--- src/rtl/task_reg_file.sv ---
`default_nettype none
// ============================================================================
//  Module      : task_reg_file
//  Description : Multi-task register file. TASKS banks of REGS x DATA_W words,
//                two combinational read ports with write bypass, one write
//                port, a zeroing sweep after reset, a per-task clear
//                sequencer and a per-register pending scoreboard.
//  Revision    : 1.0 - initial release
// ============================================================================
module task_reg_file #(
  parameter int DATA_W = 16,
  parameter int REGS   = 16,
  parameter int TASKS  = 4
) (
  input  logic              clk,
  input  logic              rst_n,
  input  logic              ws,
  input  logic [$clog2(TASKS)-1:0] w_ts,
  input  logic [$clog2(REGS)-1:0]  rd_sel,
  input  logic [DATA_W-1:0]        rd_val,
  input  logic [$clog2(TASKS)-1:0] r_ts,
  input  logic [$clog2(REGS)-1:0]  ra_sel,
  input  logic [$clog2(REGS)-1:0]  rb_sel,
  output logic [DATA_W-1:0]        ra_val,
  output logic [DATA_W-1:0]        rb_val,
  output logic                     ra_rdy,
  output logic                     rb_rdy,
  input  logic                     pend_set,
  input  logic [$clog2(TASKS)-1:0] pend_ts,
  input  logic [$clog2(REGS)-1:0]  pend_sel,
  input  logic                     clr_req,
  input  logic [$clog2(TASKS)-1:0] clr_ts,
  output logic                     busy
);

  localparam int RW    = $clog2(REGS);
  localparam int TW    = $clog2(TASKS);
  localparam int AW    = RW + TW;
  localparam int DEPTH = TASKS * REGS;

  localparam logic [AW-1:0] c_last_entry = AW'(DEPTH - 1);
  localparam logic [RW-1:0] c_last_reg   = RW'(REGS - 1);

  typedef enum logic [1:0] {
    S_INIT  = 2'd0,
    S_IDLE  = 2'd1,
    S_CLEAR = 2'd2
  } state_t;

  state_t              state_q;
  logic [AW-1:0]       cnt_q;
  logic [TW-1:0]       clr_ts_q;
  logic                busy_q;
  logic [DATA_W-1:0]   mem_q [DEPTH];
  logic [DEPTH-1:0]    pend_q;

  logic                w_we;
  logic [AW-1:0]       w_waddr;
  logic [AW-1:0]       w_ra_addr;
  logic [AW-1:0]       w_rb_addr;
  logic [AW-1:0]       w_pend_addr;
  logic                w_byp_a;
  logic                w_byp_b;
  logic                w_blank;

  // External writes only land while idle; the sweeps own the array otherwise.
  assign w_we        = ws & (state_q == S_IDLE);
  assign w_waddr     = {w_ts, rd_sel};
  assign w_ra_addr   = {r_ts, ra_sel};
  assign w_rb_addr   = {r_ts, rb_sel};
  assign w_pend_addr = {pend_ts, pend_sel};
  assign w_byp_a     = w_we & (w_ts == r_ts) & (rd_sel == ra_sel);
  assign w_byp_b     = w_we & (w_ts == r_ts) & (rd_sel == rb_sel);
  // The bank being cleared reads as zero even before the sweep reaches it.
  assign w_blank     = (state_q == S_CLEAR) & (r_ts == clr_ts_q);
  assign busy        = busy_q;

  // Sequencer: reset sweep, idle, and per-task clear sweep.
  always_ff @(posedge clk) begin
    if (!rst_n) begin
      state_q  <= S_INIT;
      cnt_q    <= '0;
      clr_ts_q <= '0;
      busy_q   <= 1'b1;
    end else begin
      case (state_q)
        S_INIT: begin
          cnt_q <= cnt_q + AW'(1);
          if (cnt_q == c_last_entry) begin
            state_q <= S_IDLE;
            busy_q  <= 1'b0;
            cnt_q   <= '0;
          end
        end
        S_IDLE: begin
          if (clr_req) begin
            clr_ts_q <= clr_ts;
            state_q  <= S_CLEAR;
            busy_q   <= 1'b1;
            cnt_q    <= '0;
          end
        end
        S_CLEAR: begin
          cnt_q <= cnt_q + AW'(1);
          if (cnt_q[RW-1:0] == c_last_reg) begin
            state_q <= S_IDLE;
            busy_q  <= 1'b0;
            cnt_q   <= '0;
          end
        end
        default: begin
          state_q <= S_INIT;
          busy_q  <= 1'b1;
          cnt_q   <= '0;
        end
      endcase
    end
  end

  // Storage array: sweep zeroing has priority, otherwise the external write.
  always_ff @(posedge clk) begin
    if (rst_n) begin
      if (state_q == S_INIT) begin
        mem_q[cnt_q] <= '0;
      end else if (state_q == S_CLEAR) begin
        mem_q[{clr_ts_q, cnt_q[RW-1:0]}] <= '0;
      end else if (w_we) begin
        mem_q[w_waddr] <= rd_val;
      end
    end
  end

  // Pending scoreboard: clears first, set last so a same-entry set wins.
  always_ff @(posedge clk) begin
    if (!rst_n) begin
      pend_q <= '0;
    end else if (state_q != S_INIT) begin
      if ((state_q == S_IDLE) && clr_req) begin
        for (int r = 0; r < REGS; r++) begin
          pend_q[{clr_ts, RW'(r)}] <= 1'b0;
        end
      end
      if (w_we) begin
        pend_q[w_waddr] <= 1'b0;
      end
      if (pend_set) begin
        pend_q[w_pend_addr] <= 1'b1;
      end
    end
  end

  // Read ports: zero while sweeping after reset, bypass the accepted write.
  always_comb begin
    ra_val = '0;
    ra_rdy = 1'b0;
    rb_val = '0;
    rb_rdy = 1'b0;
    if (state_q != S_INIT) begin
      if (w_byp_a) begin
        ra_val = rd_val;
        ra_rdy = 1'b1;
      end else begin
        ra_val = w_blank ? '0 : mem_q[w_ra_addr];
        ra_rdy = ~pend_q[w_ra_addr];
      end
      if (w_byp_b) begin
        rb_val = rd_val;
        rb_rdy = 1'b1;
      end else begin
        rb_val = w_blank ? '0 : mem_q[w_rb_addr];
        rb_rdy = ~pend_q[w_rb_addr];
      end
    end
  end

endmodule
`default_nettype wire

--- config.mk ---
export PLATFORM = sky130hd
export DESIGN_NAME = task_reg_file
export DESIGN_NICKNAME = d
export VERILOG_FILES = /design/src/rtl/task_reg_file.sv
export SDC_FILE = /design/constraint.sdc
export NUM_CORES = 1
export LEC_CHECK = 0
export BUFFER_PORTS_ARGS = -buffer_cell sky130_fd_sc_hd__buf_2
export CAP_MARGIN = 20
export CORE_ASPECT_RATIO = 1.4
export CORE_UTILIZATION = 44
export DETAILED_ROUTE_END_ITERATION = 12
export GPL_TIMING_DRIVEN = 0
export PLACE_DENSITY_LB_ADDON = 0.15
export SETUP_SLACK_MARGIN = 0.05
export SYNTH_ARGS = -nofsm -noshare
export SYNTH_HDL_FRONTEND = slang
export SYNTH_SLANG_ARGS = --single-unit
--- constraint.sdc ---
create_clock -name clk -period 2.7 [get_ports clk]
set_input_delay 0.27 -clock clk [delete_from_list [all_inputs] [get_ports clk]]
set_output_delay 0.27 -clock clk [all_outputs]
set_load 0.01 [all_outputs]
-- After elaboration in Yosys (flattened, before gate mapping)
Memories as Yosys holds them, arrays and structs flattened.
Cells that the tools add are included.
- bits in registers: 75
- word-level logic and storage cells: 210
- output and inout port bits: 35
- input bits: 45
- bits in writable memories: 1024
- memories kept: 1
- memory list (memory ; words ; width ; rd ports ; clocked after Yosys merged registers in ; write ports ; line ; source):
    mem_q ; 64 ; 16 ; 2 ; 0 ; 1 ; 54 ; logic [DATA_W-1:0] mem_q [DEPTH];
- equal/unequal tests: 11
- order comparisons: 38
- mux-type cells: 87
- $add $sub $neg: 1
- reductions and logical operators: 25
- bitwise operators: 42
- operators by type and width (kind ; count):
    64-bit bitwise AND ; 17
    64-bit 2-to-1 mux ; 7
    6-bit by 7-bit < comparator with 1-bit output (second input constant) ; 20
    16-bit 2-to-1 mux ; 8
    64-bit NOT ; 2
    6-bit by 1-bit greater-or-equal comparator with 1-bit output (second input constant) ; 18
    49-bit NOT with 64-bit output ; 1
    50-bit NOT with 64-bit output ; 1
    51-bit NOT with 64-bit output ; 1
    52-bit NOT with 64-bit output ; 1
    53-bit NOT with 64-bit output ; 1
    54-bit NOT with 64-bit output ; 1
    55-bit NOT with 64-bit output ; 1
    56-bit NOT with 64-bit output ; 1
    57-bit NOT with 64-bit output ; 1
    58-bit NOT with 64-bit output ; 1
    59-bit NOT with 64-bit output ; 1
    60-bit NOT with 64-bit output ; 1
    61-bit NOT with 64-bit output ; 1
    62-bit NOT with 64-bit output ; 1
    63-bit NOT with 64-bit output ; 1
    64-bit bitwise OR ; 1
    1-bit 2-to-1 mux ; 41
    1-bit demux with 2-bit select ; 16
    other kinds (24) ; 59

-- Logic depth before layout (Yosys ltp)
- depth after elaboration: 30
- mapped depth: 10
- mapped depth without buffers: 6

-- Least setup slack after synthesis
No wires, ideal clock.
- path type: register to register
- start: reg state_q[0]
- end: mem mem_q[40][0], enable pin
- clock period less this slack: 2.648 ns
- stages on the path, launching flop included: 9
- arrival: 2.259 ns
- library setup time: 0.388 ns
- buffers on the path: 3
- path slack: 0.052 ns
- required time: 2.312 ns
- path through: dfxtp_1 buf_2 nor2b_1 buf_4 nand3_1 buf_2 a21oi_1 nand3_1 nor2_1
- cells in the longest elaborated chain, start to end: 9
- elaborated cells on any way between the ends: 22
- classes of those cells: eq/ne (2); mux (16); bitwise (1); reduce/logical (3)
- ends and longest elaborated chain (item ; line ; source):
    from (decl) ; 50 ; state_t state_q;
    from (signal assigned) ; 81 ; state_q <= S_INIT;
    from (signal assigned) ; 90 ; state_q <= S_IDLE;
    from (signal assigned) ; 98 ; state_q <= S_CLEAR;
    2-bit by 1-bit equality test with 1-bit output ; 67 ; assign w_we = ws & (state_q == S_IDLE);
    1-bit bitwise AND ; 67 ;
    1-bit 2-to-1 mux ; 127 ; end else if (w_we) begin
    1-bit 2-to-1 mux ; 125 ; end else if (state_q == S_CLEAR) begin
    1-bit 2-to-1 mux ; 123 ; if (state_q == S_INIT) begin
    1-bit 2-to-1 mux ; 122 ; if (rst_n) begin
    1-bit 2-to-1 mux (not written as such) ; 128 ; mem_q[w_waddr] <= rd_val;
    16-bit OR reduction (no source line) ; -- ;
    6-bit 2-to-1 mux (no source line) / 1-bit 2-to-1 mux (equally long branches) ; -- ;
    to (decl) ; 54 ;
Several ways; a longest one is shown, not always the timed one.

-- Final worst setup path
- start: in rb_sel[2]
- end: out rb_val[14]
- cells in the longest elaborated chain, start to end: 4
- elaborated cells on any way between the ends: 6
- classes of those cells: eq/ne (1); mux (3); bitwise (1); memory (1)
- ends and longest elaborated chain (item ; line ; source):
    from (decl) ; 23 ; input logic [$clog2(REGS)-1:0] rb_sel,
    memory read 64 x 16 bit / 4-bit equality test (equally long branches) ; -- ;
    16-bit 2-to-1 mux / 1-bit bitwise AND (equally long branches) ; 170, 73 ;
    16-bit 2-to-1 mux (*) ; 166 ; if (w_byp_b) begin
    16-bit 2-to-1 mux (*) ; 158 ; if (state_q != S_INIT) begin
    to (decl) ; 25 ; output logic [DATA_W-1:0] rb_val,
Every way passes the cells marked *; elsewhere a longest branch is shown, timed or not.

==> key figures <==
Global routing
  • All-Layer GR Usage: 42.4%
  • Leftover overflow at the end of global routing: 0
  • Maximum number of pins on one net before global-route repair: 65
  • Global-route wire length before repair: about 340 mm
  • Vias in the first global route: roughly 38k
  • Antenna violations before repair: 13

Route
  • Final ANT Viol Nets: 0
  • Detail-routed net length per standard cell: roughly 48 um
  • DRC violation count after routing: 0
  • Detailed router's first-iteration violation count: 5916
  • Routed vias/inst: 7.15
  • Wire length after detailed routing: 259 mm
  • Number of vias after detailed routing: 38.5k
  • Length of the first detailed-routing pass in iterations: 7

Yosys
  • Syn. warnings: 0
  • Synth top area cells: edfxtp_1 (58%), mux4_2 (15%), mux2i_1 (9.7%), a22oi_1 (3.4%), dfxtp_1 (2.8%)
  • Post-Synthesis Net Count: about 3.3k
  • Cell area after technology mapping: 53300 um2
  • Count of flip-flops with a built-in enable after synthesis: slightly above 1k
  • Async set or reset register ratio after synthesis: 0%
  • Cell type contributing the most total cell area after synthesis: edfxtp_1
  • Mapped Cells: 3258
  • Fraction of the yosys area taken by sequential cells: 60.5%
  • Number of register bits inferred by synthesis: 1099
  • Most frequently used flop master after synthesis: edfxtp_1
  • Top cell type's share of synthesized area: between 50% and 60%
  • Unique cell type count in the Yosys netlist: 51
  • Average instance area after synthesis: 16.4 um2

Power
  • Worst vdd ir: 0.561 mV
  • Power per cell area: 568 nW/um2
  • Leakage: about 22 nW

Placement
  • Quantity of I/O buffers inserted on ports: 67
  • Final weighted congestion in routability-driven placement: 1.04
  • DP HPWL: around 180 mm
  • Post-Place Worst Slack: -1.81 ns
  • Placed Cells incl. Taps: 5007

Clock network
  • Clock Sinks: 1099
  • Clock tree from TritonCTS: yes
  • CTS Buf Count: 108
  • Clock Path Buffers: 3
  • Clock Root Buffer: clkbuf_16
  • Clock network latency to the later pin of the worst-skew pair: 0.75 ns
  • H-Tree Depth: 3
  • Clock-pin slew on the worst setup and hold paths: 0.06 ns

Die
  • Starting density of the core: 44.5%
  • Floorplan die area: 123000 um2
  • Overall die width: 296 um
  • Rows: 150
  • Boundary pin count: 80
  • Area inside the core boundary: 120000 um2
  • Die height: 414 um

Layout
  • Most used cells in the layout excluding fill and tap cells: edfxtp_1 (1024), mux2i_1 (438), mux4_2 (354)
  • Combined area of the multi-input logic cells: roughly 23000 um2
  • Number of inserted filler cells in the final layout: ~9.3k
  • Area Overhead vs Synth: 26.4%
  • Sequential cell area in the final layout: roughly 32000 um2
  • Fraction of final layout cells with drive strength greater than 1: 39.9%
  • Post-layout nets: 3740
  • Commonest non-fill, non-tap cell in the layout: edfxtp_1
  • Count of non-filler cells in the finished layout: ~5.4k

Status
  • Violated checks: setup timing
  • Run status: finished with violations

Flow run
  • Number of max-cap violations: 0

Timing
  • Max-slew headroom at the worst pin: around 17%
  • Achievable clock frequency: between 300 and 400 MHz
  • Post-route worst setup slack: -0.474 ns
  • Share of the clock period used by the worst path: 118%
  • Largest clock skew in the final design: 0.0308 ns
  • Final max-slew violation count: 0
  • Fin crit period: 3.17 ns
  • Number of setup violations in the final report: 34
  • RSZ-0062 raised after global routing: true
  • Final hold vios: 0
  • Slew at the pin with the worst max-slew slack: 1.25 ns

Setup path
  • Crit path capture type: output pin
  • Register-to-register setup slack: 0.01 ns
  • Maximum fanout encountered on the critical timing path: 10
  • Required time worst endpoint: 2.43 ns
  • Crit-path cells: buf_4 -> buf_4 -> buf_8 -> mux4_2 -> mux2i_4 -> nand2_1 -> a32oi_4 -> o21ai_4 -> buf_6
  • Number of cells traversed by the worst register-to-register path: 12
  • Most repeated library cell on the critical path: buf_4
  • Largest stage delay, worst path: ~0.40 ns
  • Top delay family on crit path: buffers and inverters
  • Startpoint of the worst register-to-register path: state_q[0]
  • Standard cell with the maximum stage delay on the critical path: buf_4
  • Classification of the worst setup path: in -> out
  • Signal arrival time at the worst endpoint: 2.90 ns
  • Count of buffering cells on the critical path with inverters included: 4
  • Nature of the critical path startpoint: input pin
  • Reg2Reg Capture Point: mem_q[63][4]

Min path
  • Hold/Removal Path Class: in -> reg
  • Worst-case hold path end point: busy
  • Hold Path Origin: rst_n
  • Min-Delay Path Depth: 3
==> layer usage <==
layer	track usage [%]	vias up	part of all wire [%]
li1	-	14400	-
met1	49.9	20000	33
met2	64.0	3177	44
met3	12.2	973	12
met4	36.3	12	11
met5	0.157	-	0.038
==> flip-flops by register name (all words and copies together) (netlist names) <==
name,cells
busy,1
cnt_q,6
mem_q,1024
pend_q,64
clr_ts_q,2
state_q,2
==> worst max path at each step <==
stage,from,to,cells after the start
6_report,rb_sel[2],rb_val[14],9
5_1_grt,state_q[0],rb_val[10],10
4_1_cts,state_q[0],rb_val[14],10
3_5_place_dp,rb_sel[3],rb_val[3],9
3_3_place_gp,state_q[0],mem_q[12][13],7
2_1_floorplan,state_q[0],mem_q[40][0],8
==> worst min-delay path, delay by kind of cell <==
family	cells	cell delay (ns)
buffers and inverters	2	0.42
and+or+nand+nor	1	0.12
==> power by group <==
group	switching [mW]	internal, mW	total, mW
Clock	7.15	8.98	16.1
Sequential	0.0253	18.4	18.4
Combinational	2.52	1.25	3.77
Total	9.70	28.6	38.3
==> logic make-up after synthesis <==
group / count (synthesis) / synth area share (%)
AND/OR/NAND/NOR: 404 / 3.47
AO/OA/AOI/OAI: 568 / 7.43
multiplexers: 911 / 25.5
flip-flops: 1099 / 60.5
adder cells (fa/ha/maj): 2 / 0.0469
buffers and inverters: 262 / 2.89
XOR/XNOR: 12 / 0.197
==> per-stage QoR <==
step                      util [%]  total power [mW]   TNS, ns  area, um2  hold WS [ns]
after floorplan                  -              20.2         0      53300         0.441
after global placement        46.5              21.7  -3362.71      55700         0.491
after detailed placement      48.1              21.8  -1065.57      57600         0.496
after CTS                     55.0              37.9    -10.91      65900        0.0491
after global routing          56.3              38.7     -9.57      67400         0.151
final                         56.3              38.3    -10.24      67400         0.102
==> repair_timing <==
action / 4_1_cts / 5_1_grt
resized for setup: 696 / 242
hold endpoints to repair: 11 / 0
pin swaps: 111 / 54
hold buffers: 10 / 0
cloned: 7 / 2
setup buffers: 118 / 40
endpoints found under the setup margin: 1698 / 885
==> layout make-up <==
class	instances	share of cell area, %
antenna	9	0.0334
buffer	254	3.95
clock buffer	127	4.15
clock inverter	76	1.30
inverter	3	0.0223
multi-input combinational	1900	33.4
sequential	1099	47.9
tap	1596	2.96
timing repair buffer	327	6.26
==> Yosys cell counts (21+ instances only) <==
master    number
nand3_1       34
nor3_1        39
dfxtp_1       75
and2_1        21
nor2_1        83
a21boi_0      67
mux2_2        38
a32oi_1       32
mux2i_1      519
buf_2         80
a22oi_1      244
o21ai_0       22
edfxtp_1    1024
buf_4         46
clkbuf_1      83
a21oi_1      102
mux4_2       354
buf_6         38
nand2_1      163
o211ai_1      63
Note: power is estimated with default switching activity, not from simulation.
